### src/rtl/pc_sequencer.sv
// Program-counter sequencer: BOOT/RUN/HALT control, prioritised next-PC selection,
// misaligned-target trapping, exception PC and retired-instruction counter.
module pc_sequencer #(
  parameter int              XLEN         = 32,
  parameter logic [XLEN-1:0] RESET_VECTOR = '0,
  parameter logic [XLEN-1:0] TRAP_VECTOR  = XLEN'(32'h0000_0100),
  parameter int              CNT_W        = 32
) (
  input  logic             clk,
  input  logic             reset,
  input  logic             stall,
  input  logic             halt_req,
  input  logic             resume,
  input  logic             branch_taken,
  input  logic [XLEN-1:0]  branch_offset,
  input  logic             jump_reg,
  input  logic [XLEN-1:0]  jump_target,
  input  logic             trap,
  input  logic             trap_ret,
  output logic [XLEN-1:0]  pc,
  output logic [XLEN-1:0]  pc_plus4,
  output logic             pc_valid,
  output logic             halted,
  output logic             misaligned,
  output logic [XLEN-1:0]  epc,
  output logic [CNT_W-1:0] instret
);

  typedef enum logic [1:0] {BOOT, RUN, HALT} state_t;

  state_t           state, state_nxt;
  logic [XLEN-1:0]  pc_nxt, epc_nxt, redir_tgt;
  logic [CNT_W-1:0] instret_nxt;
  logic             mis_nxt;

  assign pc_plus4 = pc + XLEN'(4);
  assign pc_valid = (state == RUN);
  assign halted   = (state == HALT);

  // JALR drops bit 0; only bit 1 of the resulting target can misalign it.
  assign redir_tgt = jump_reg ? {jump_target[XLEN-1:1], 1'b0} : pc + branch_offset;

  always_comb begin
    state_nxt   = state;
    pc_nxt      = pc;
    epc_nxt     = epc;
    instret_nxt = instret;
    mis_nxt     = 1'b0;
    if (!stall) begin
      case (state)
        BOOT: state_nxt = RUN;
        RUN: begin
          instret_nxt = instret + CNT_W'(1);
          if (trap) begin
            epc_nxt = pc;
            pc_nxt  = TRAP_VECTOR;
          end else if (trap_ret) begin
            pc_nxt = epc;
          end else if (jump_reg || branch_taken) begin
            if (redir_tgt[1]) begin
              epc_nxt = pc;
              pc_nxt  = TRAP_VECTOR;
              mis_nxt = 1'b1;
            end else begin
              pc_nxt = redir_tgt;
            end
          end else if (halt_req) begin
            state_nxt = HALT;
          end else begin
            pc_nxt = pc_plus4;
          end
        end
        HALT: if (resume) begin
          state_nxt = RUN;
          pc_nxt    = pc_plus4;
        end
        default: state_nxt = BOOT;
      endcase
    end
  end

  always_ff @(posedge clk or posedge reset) begin
    if (reset) begin
      state      <= BOOT;
      pc         <= RESET_VECTOR;
      epc        <= '0;
      instret    <= '0;
      misaligned <= 1'b0;
    end else begin
      state      <= state_nxt;
      pc         <= pc_nxt;
      epc        <= epc_nxt;
      instret    <= instret_nxt;
      misaligned <= mis_nxt;
    end
  end

endmodule

### config.mk
export PLATFORM = sky130hd
export DESIGN_NAME = pc_sequencer
export DESIGN_NICKNAME = d
export VERILOG_FILES = /design/src/rtl/pc_sequencer.sv
export SDC_FILE = /design/constraint.sdc
export NUM_CORES = 1
export LEC_CHECK = 0
export ABC_AREA = 1
export CORE_ASPECT_RATIO = 0.6
export CORE_MARGIN = 2
export CORE_UTILIZATION = 40
export CTS_BUF_LIST = sky130_fd_sc_hd__clkbuf_2
export CTS_CLUSTER_DIAMETER = 120
export CTS_CLUSTER_SIZE = 12
export DETAILED_ROUTE_END_ITERATION = 8
export PLACE_DENSITY = 0.69
export SYNTH_ARGS = -nofsm -noshare
export SYNTH_HDL_FRONTEND = slang
export SYNTH_SLANG_ARGS = --single-unit
### constraint.sdc
create_clock -name clk -period 3.6 [get_ports clk]
set_input_delay 0.9 -clock clk [delete_from_list [all_inputs] [get_ports clk]]
set_output_delay 0.9 -clock clk [all_outputs]
set_load 0.01 [all_outputs]
==> metrics.csv, run 1 <==
metric,value,unit
status,finished with violations,
violations,setup timing,
cts_tree,done,
grt_max_degree,74,
met3WireLength,2.78,mm
fmax,276,MHz
die_y,116,um
seqPwrFrac,0.237,
drc_errors,0,
fin_skew,30.3,ps
final_nets,1696,
vias,9371,
crit_required,2700,ps
clock_latency,600,ps
powerDensity,709,nW/um2
arrival,2720,ps
dieArea,22200,um2
grt_pass1_vias,8460,
routed_wl,30.8,mm
cp_top_family,simple AND/OR/NAND/NOR gates,
p_int,4.05,mW
rsz0062_at_grt,yes,
min_path_type,flip-flop to flip-flop,
clock-root-buffer,clkbuf_2,
syn-num-nets,1458,
end_kind,output port,
grt_util_all_layers,0.275,
comb_power_share,0.693,
yosys_register_bits,99,
timing.final.ws_setup,-16.8,ps
cp_num_buf_inv,4,
syn_area,8390,um2
drt-initial-drc-count,836,
hpwl,24.3,mm
htree_levels,3,
cts_hold_buffers,0,
cts.clk_slew.worst_paths,300,ps
crit_chain,buf_4 > ha_4 > nand2_2 > nor2_4 > nand2_4 > nor2_4 > buf_4 > nand2_4 > nor2_4 > buf_12 > nand2_2 > nor2_1 > nand2_1 > and2_4 > clkbuf_2,
fp.dieW,191,um
synthCells,1347,
ys_warn_count,0,
path_max_fanout,4,
fin_util,0.562,
dr.pass1.iters,5,
boundaryPins,204,
grt_pass1_wl,46.8,mm
critical_path.slowest_cell,dfrtp_1,
gp_congestion,0.973,
power_switching,4.03,mW
met2WireLength,12.3,mm
maxCapViolations,0,
io_buffers,202,
p_clk_frac,0.071,
layout-drive-gt1-share,0.0938,
crit_type,flip-flop to output port,
slew_headroom,0.508,
finalNonFillerCells,1862,
antennaDiodeCount,0,
via_per_inst,5.03,
crit_path_frequent_cell,nor2_4,
drtAntennaViolNets,0,
cts-buffers-inserted,9,
max_stage_delay,440,ps
antenna_found_initial,0,
area_delta_synth_final,35.7,%
synthDistinctLibCells,42,
synth_seq_area_share,0.295,
dp_cells,1822,
m1WireLength,15.2,mm
post-route-period-util,1.00,
cp-start-kind,flip-flop,
finalSetupViolCount,1,
core,20300,um2
switching_share,0.498,
fp-row-count,40,
start_util,0.414,
slew_violations,0,
min_period,3620,ps
top_layer,met4,
ir_drop,520,uV
overflow,0,
clockBufferDepth,2,
p_leak,6.05,nW
tightest_slew,735,ps
total_power,8.08,mW
whs,522,ps
hold_violations,0,
wl_per_cell,16.6,um
avgSynthCellArea,6.23,um2
cts.sinks,99,
-- placed cells by master (no fill, tap or decap), types with 17 or more instances in the layout --
cell	instances
a21oi_1	55
buf_4	52
clkdlybuf4s50_1	188
dfrtp_1	87
ha_1	36
inv_1	231
nand2_1	439
nand3_1	66
nand4_1	17
nor2_1	150
o21ai_0	46
xnor2_1	21
xor2_1	35
-- power by group through the flow --
stage                     Clock (mW)  Sequential, mW  Combinational [mW]
after CTS                      0.588            1.90                5.44
after detailed placement           0            1.99                5.22
after floorplan                    0            2.04                2.81
after global routing           0.635            1.97                6.13
after global placement             0            1.98                5.16
final                          0.571            1.91                5.59
-- flip-flops by register name (all words and copies together) (netlist names) --
signal,flops
epc,32
instret,32
misaligned,1
pc,32
state,2
-- kinds of logic after synthesis --
| family | after synthesis | share of synthesized area |
|---|---|---|
| AOI/OAI and AO/OA | 141 | 0.0944 |
| xor gates and xnor gates | 59 | 0.0616 |
| adders and majority gates | 38 | 0.0576 |
| buffers and inverters | 268 | 0.123 |
| DFF | 99 | 0.295 |
| muxes | 2 | 0.00268 |
| and+or+nand+nor | 740 | 0.366 |
-- cell type report --
cell class	count	area (um2)
timing repair buffer	258	2490
tap	273	342
multi-input combinational	980	5060
clock inverter	5	63.8
clock buffer	10	50.0
fill	2016	8880
inverter	237	892
sequential	99	2490
-- cells in the mapped netlist (all sizes together) --
cell type / number / area share
fa: 1 / 0.0024
nor3b: 1 / 0.00090
nand4: 17 / 0.013
nor3: 24 / 0.017
xor2: 38 / 0.040
a211oi: 3 / 0.0027
dfrtp: 99 / 0.30
nand2: 451 / 0.20
a221oi: 2 / 0.0021
a22oi: 2 / 0.0018
o21bai: 4 / 0.0036
clkbuf: 17 / 0.0076
nand3b: 3 / 0.0031
nor2: 166 / 0.079
inv: 237 / 0.11
o211ai: 12 / 0.011
nor4: 5 / 0.0052
o21ai: 51 / 0.031
o22ai: 8 / 0.0060
and2: 1 / 0.00075
buf: 14 / 0.0091
nand3: 68 / 0.041
mux2: 2 / 0.0027
xnor2: 21 / 0.022
a21o: 2 / 0.0018
ha: 37 / 0.055
or2: 4 / 0.0033
a21oi: 57 / 0.035
-- metrics by stage --
| stage | instance area (um2) | setup TNS, ps | setup WS (ps) |
|---|---|---|---|
| floorplan | 8390 | 0 | 110 |
| global placement | 10900 | 0 | 148 |
| detailed placement | 10900 | 0 | 131 |
| CTS | 11200 | -92.8 | -88.2 |
| global route | 11400 | -682 | -170 |
| finish | 11400 | -16.8 | -16.8 |
-- path summary, 6_finish.rpt --
path	start	slack, ps	end	depth (start not counted)
worst min register to register	instret[11]	520	instret[11]	1
max in group asynchronous	reset	2240	pc[21]	3
worst min-delay path	instret[11]	520	instret[11]	1
worst max-delay path	pc[3]	-20	pc_plus4[28]	15
min in group asynchronous	reset	580	pc[3]	2
worst max register to register	state[0]	910	pc[0]	8
-- layer usage --
metal	vias up	track usage
li1	4654	-
met1	4255	0.434
met2	430	0.389
met3	32	0.0466
met4	0	0.0553
met5	-	0
-- what timing repair did --
action | in CTS | in global routing
resized for setup | 33 | 48
pin swaps | 5 | 8
endpoints found under the setup margin | 21 | 23
setup buffers | 17 | 8
Power figures use the tool's default switching activity.
==> inputs of run 2 (changes only) <==
--- a/config.mk
+++ b/config.mk
@@ -5,7 +5,6 @@
 export SDC_FILE = /design/constraint.sdc
 export NUM_CORES = 1
 export LEC_CHECK = 0
-export ABC_AREA = 1
 export CORE_ASPECT_RATIO = 0.6
 export CORE_MARGIN = 2
 export CORE_UTILIZATION = 40
@@ -13,7 +12,7 @@
 export CTS_CLUSTER_DIAMETER = 120
 export CTS_CLUSTER_SIZE = 12
 export DETAILED_ROUTE_END_ITERATION = 8
-export PLACE_DENSITY = 0.69
+export PLACE_DENSITY = 0.79
 export SYNTH_ARGS = -nofsm -noshare
 export SYNTH_HDL_FRONTEND = slang
 export SYNTH_SLANG_ARGS = --single-unit
==> metrics.csv, run 2 <==
metric,value,unit
cts.clk_slew.worst_paths,320,ps
cp_num_buf_inv,1,
synth_edf_count,0,
timing.final.ws_setup,-92.8,ps
clock-root-buffer,clkbuf_2,
fin_skew,45.2,ps
via_per_inst,5.76,
hpwl,20.5,mm
yosys_most_used_dff,dfrtp_1,
tns,-163,ps
htree_levels,3,
cts-buffers-inserted,9,
avgSynthCellArea,8.74,um2
drc_errors,0,
synthTopCellsByCount,"99 x dfrtp_1, 81 x nand2_1, 62 x a21oi_1",
synthTopCellsByArea,"dfrtp_1 34%, xnor2_1 6.6%, ha_1 6.4%, mux2_2 4.5%, a21oi_1 4.3%",
p_clk_frac,0.090,
tightest_slew,915,ps
worst-r2r-setup-slack,380,ps
synth_most_common_cell,dfrtp_1,
hold_violations,0,
synth_largest_area_cell,dfrtp_1,
cp_top_family,simple AND/OR/NAND/NOR gates,
synth-async-reset-ratio,1.00,
p_int,3.85,mW
antennaDiodeCount,0,
synthDistinctLibCells,74,
min_path_cells,1,
arrival,2790,ps
synth_seq_area_share,0.341,
io_buffers,202,
synthMuxAreaShare,0.0504,
synthCells,832,
fp.dieW,178,um
gp_congestion,0.997,
final_common_cell,clkdlybuf4s50_1,
cts_tree,done,
final_nets,1208,
min_period,3690,ps
clockBufferDepth,2,
fmax,271,MHz
core,17900,um2
die_y,108,um
finalSetupViolCount,2,
total_power,6.99,mW
finalNonFillerCells,1342,
routed_wl,26.9,mm
synth_compound_area_frac,0.210,
yosys.area_share.simple,0.193,
fin_util,0.578,
ys_warn_count,0,
rsz0062_at_grt,yes,
grt_util_all_layers,0.280,
min_to,instret[29],
grt_pass1_vias,7345,
path_max_fanout,4,
synth_xor_area_frac,0.103,
overflow,0,
drtAntennaViolNets,0,
fp-row-count,38,
r2r_start,pc[0],
synthAdderAreaFrac,0.0664,
start_util,0.406,
synth_top_family_by_area,compound AO/OA/AOI/OAI gates,
dr.pass1.iters,6,
clock_latency,660,ps
vias,7728,
dp_cells,1311,
post-route-period-util,1.03,
grt_pass1_wl,41.4,mm
crit_required,2700,ps
wl_per_cell,20.0,um
drt-initial-drc-count,813,
seqPwrFrac,0.265,
crit_type,flip-flop to output port,
cts.sinks,99,
min_path_type,flip-flop to flip-flop,
boundaryPins,204,
max_stage_delay,470,ps
power_switching,3.14,mW
slew_headroom,0.390,
violations,setup timing,
r2r_end,pc[30],
grt_max_degree,48,
layout-drive-gt1-share,0.174,
critical_path.slowest_cell,dfrtp_1,
dieArea,19300,um2
area_delta_synth_final,42.5,%
p_leak,4.52,nW
crit_path_frequent_cell,nand3_4,
comb_power_share,0.645,
mostFrequentLayoutCells,"178 x clkdlybuf4s50_1, 98 x dfrtp_1, 90 x buf_4",
yosys_register_bits,99,
maxCapViolations,0,
syn-num-nets,943,
reg_top3,"epc x32, instret x32, pc x32",
min_from,instret[29],
ff2ff_path_depth,13,
syn_area,7270,um2
status,finished with violations,
powerDensity,674,nW/um2
ir_drop,390,uV
switching_share,0.450,
synth_top_area_frac,0.341,
end_kind,output port,
crit_chain,ha_4 > nand3_4 > nor4_4 > and3_4 > and4_4 > nand3_4 > xnor2_4 > buf_6,
antenna_found_initial,1,
cts_hold_buffers,0,
slew_violations,0,
cp-start-kind,flip-flop,
run 2: power groups by stage:
stage	Combinational (mW)	Sequential, mW	Clock [mW]
floorplan	2.15	2.01	0
global placement	4.32	1.84	0
detailed placement	4.40	1.85	0
CTS	4.40	1.83	0.642
global route	4.86	1.90	0.680
finish	4.51	1.85	0.630
run 2: worst max path at each step:
stage,start,endpoint,slack [ps],depth (start not counted)
final,pc[2],pc_plus4[30],-90,8
after floorplan,reset,epc[0],110,1
after CTS,pc[3],pc_plus4[30],-150,8
after detailed placement,branch_offset[0],pc[30],-500,14
after global routing,pc[2],pc_plus4[30],-190,8
after global placement,branch_offset[0],pc[30],-460,14
run 2: per-layer routing:
layer / global-route usage / wire length, um
met1: 0.427 / 12600
met2: 0.393 / 11000
met3: 0.0696 / 2930
met4: 0.0609 / 403
met5: 0 / 0
run 2: area by class of cell:
| type | count | area (um2) |
|---|---|---|
| Clock buffer | 9 | 45.0 |
| Clock inverter | 7 | 85.1 |
| Fill cell | 1615 | 7560 |
| Inverter | 25 | 96.3 |
| Multi-Input combinational cell | 667 | 4660 |
| Sequential cell | 99 | 2480 |
| Tap cell | 240 | 300 |
| Timing Repair Buffer | 295 | 2700 |
run 2: repair_timing:
item | in CTS | in global routing
endpoints found under the setup margin | 23 | 12
pin swaps | 9 | 9
endpoints found under the hold margin | 0 | 0
resized for setup | 46 | 38
buffers inserted | 8 | 7
run 2: cell families after synthesis:
group | Yosys count
adder cells (fa/ha/maj) | 38
multiplexers | 33
AO/OA/AOI/OAI | 241
AND/OR/NAND/NOR | 272
buffers and inverters | 66
flip-flops | 99
XOR/XNOR | 83
run 2: per-stage QoR:
| stage | worst slack, ps | area [um2] | hold WS, ps |
|---|---|---|---|
| after global placement | -461 | 10000 | 476 |
| after global routing | -194 | 10400 | 535 |
| after detailed placement | -496 | 10000 | 483 |
| after CTS | -152 | 10300 | 515 |
| final | -92.8 | 10400 | 515 |
| after floorplan | 110 | 7270 | 507 |
==> inputs of run 3 (changes only) <==
--- a/config.mk
+++ b/config.mk
@@ -12,6 +12,7 @@
 export CTS_CLUSTER_DIAMETER = 120
 export CTS_CLUSTER_SIZE = 12
 export DETAILED_ROUTE_END_ITERATION = 8
+export HOLD_SLACK_MARGIN = 0.12
 export PLACE_DENSITY = 0.79
 export SYNTH_ARGS = -nofsm -noshare
 export SYNTH_HDL_FRONTEND = slang
==> results of run 3 <==
Same layout as run 2: the final DEF is identical, and so are final timing and power.
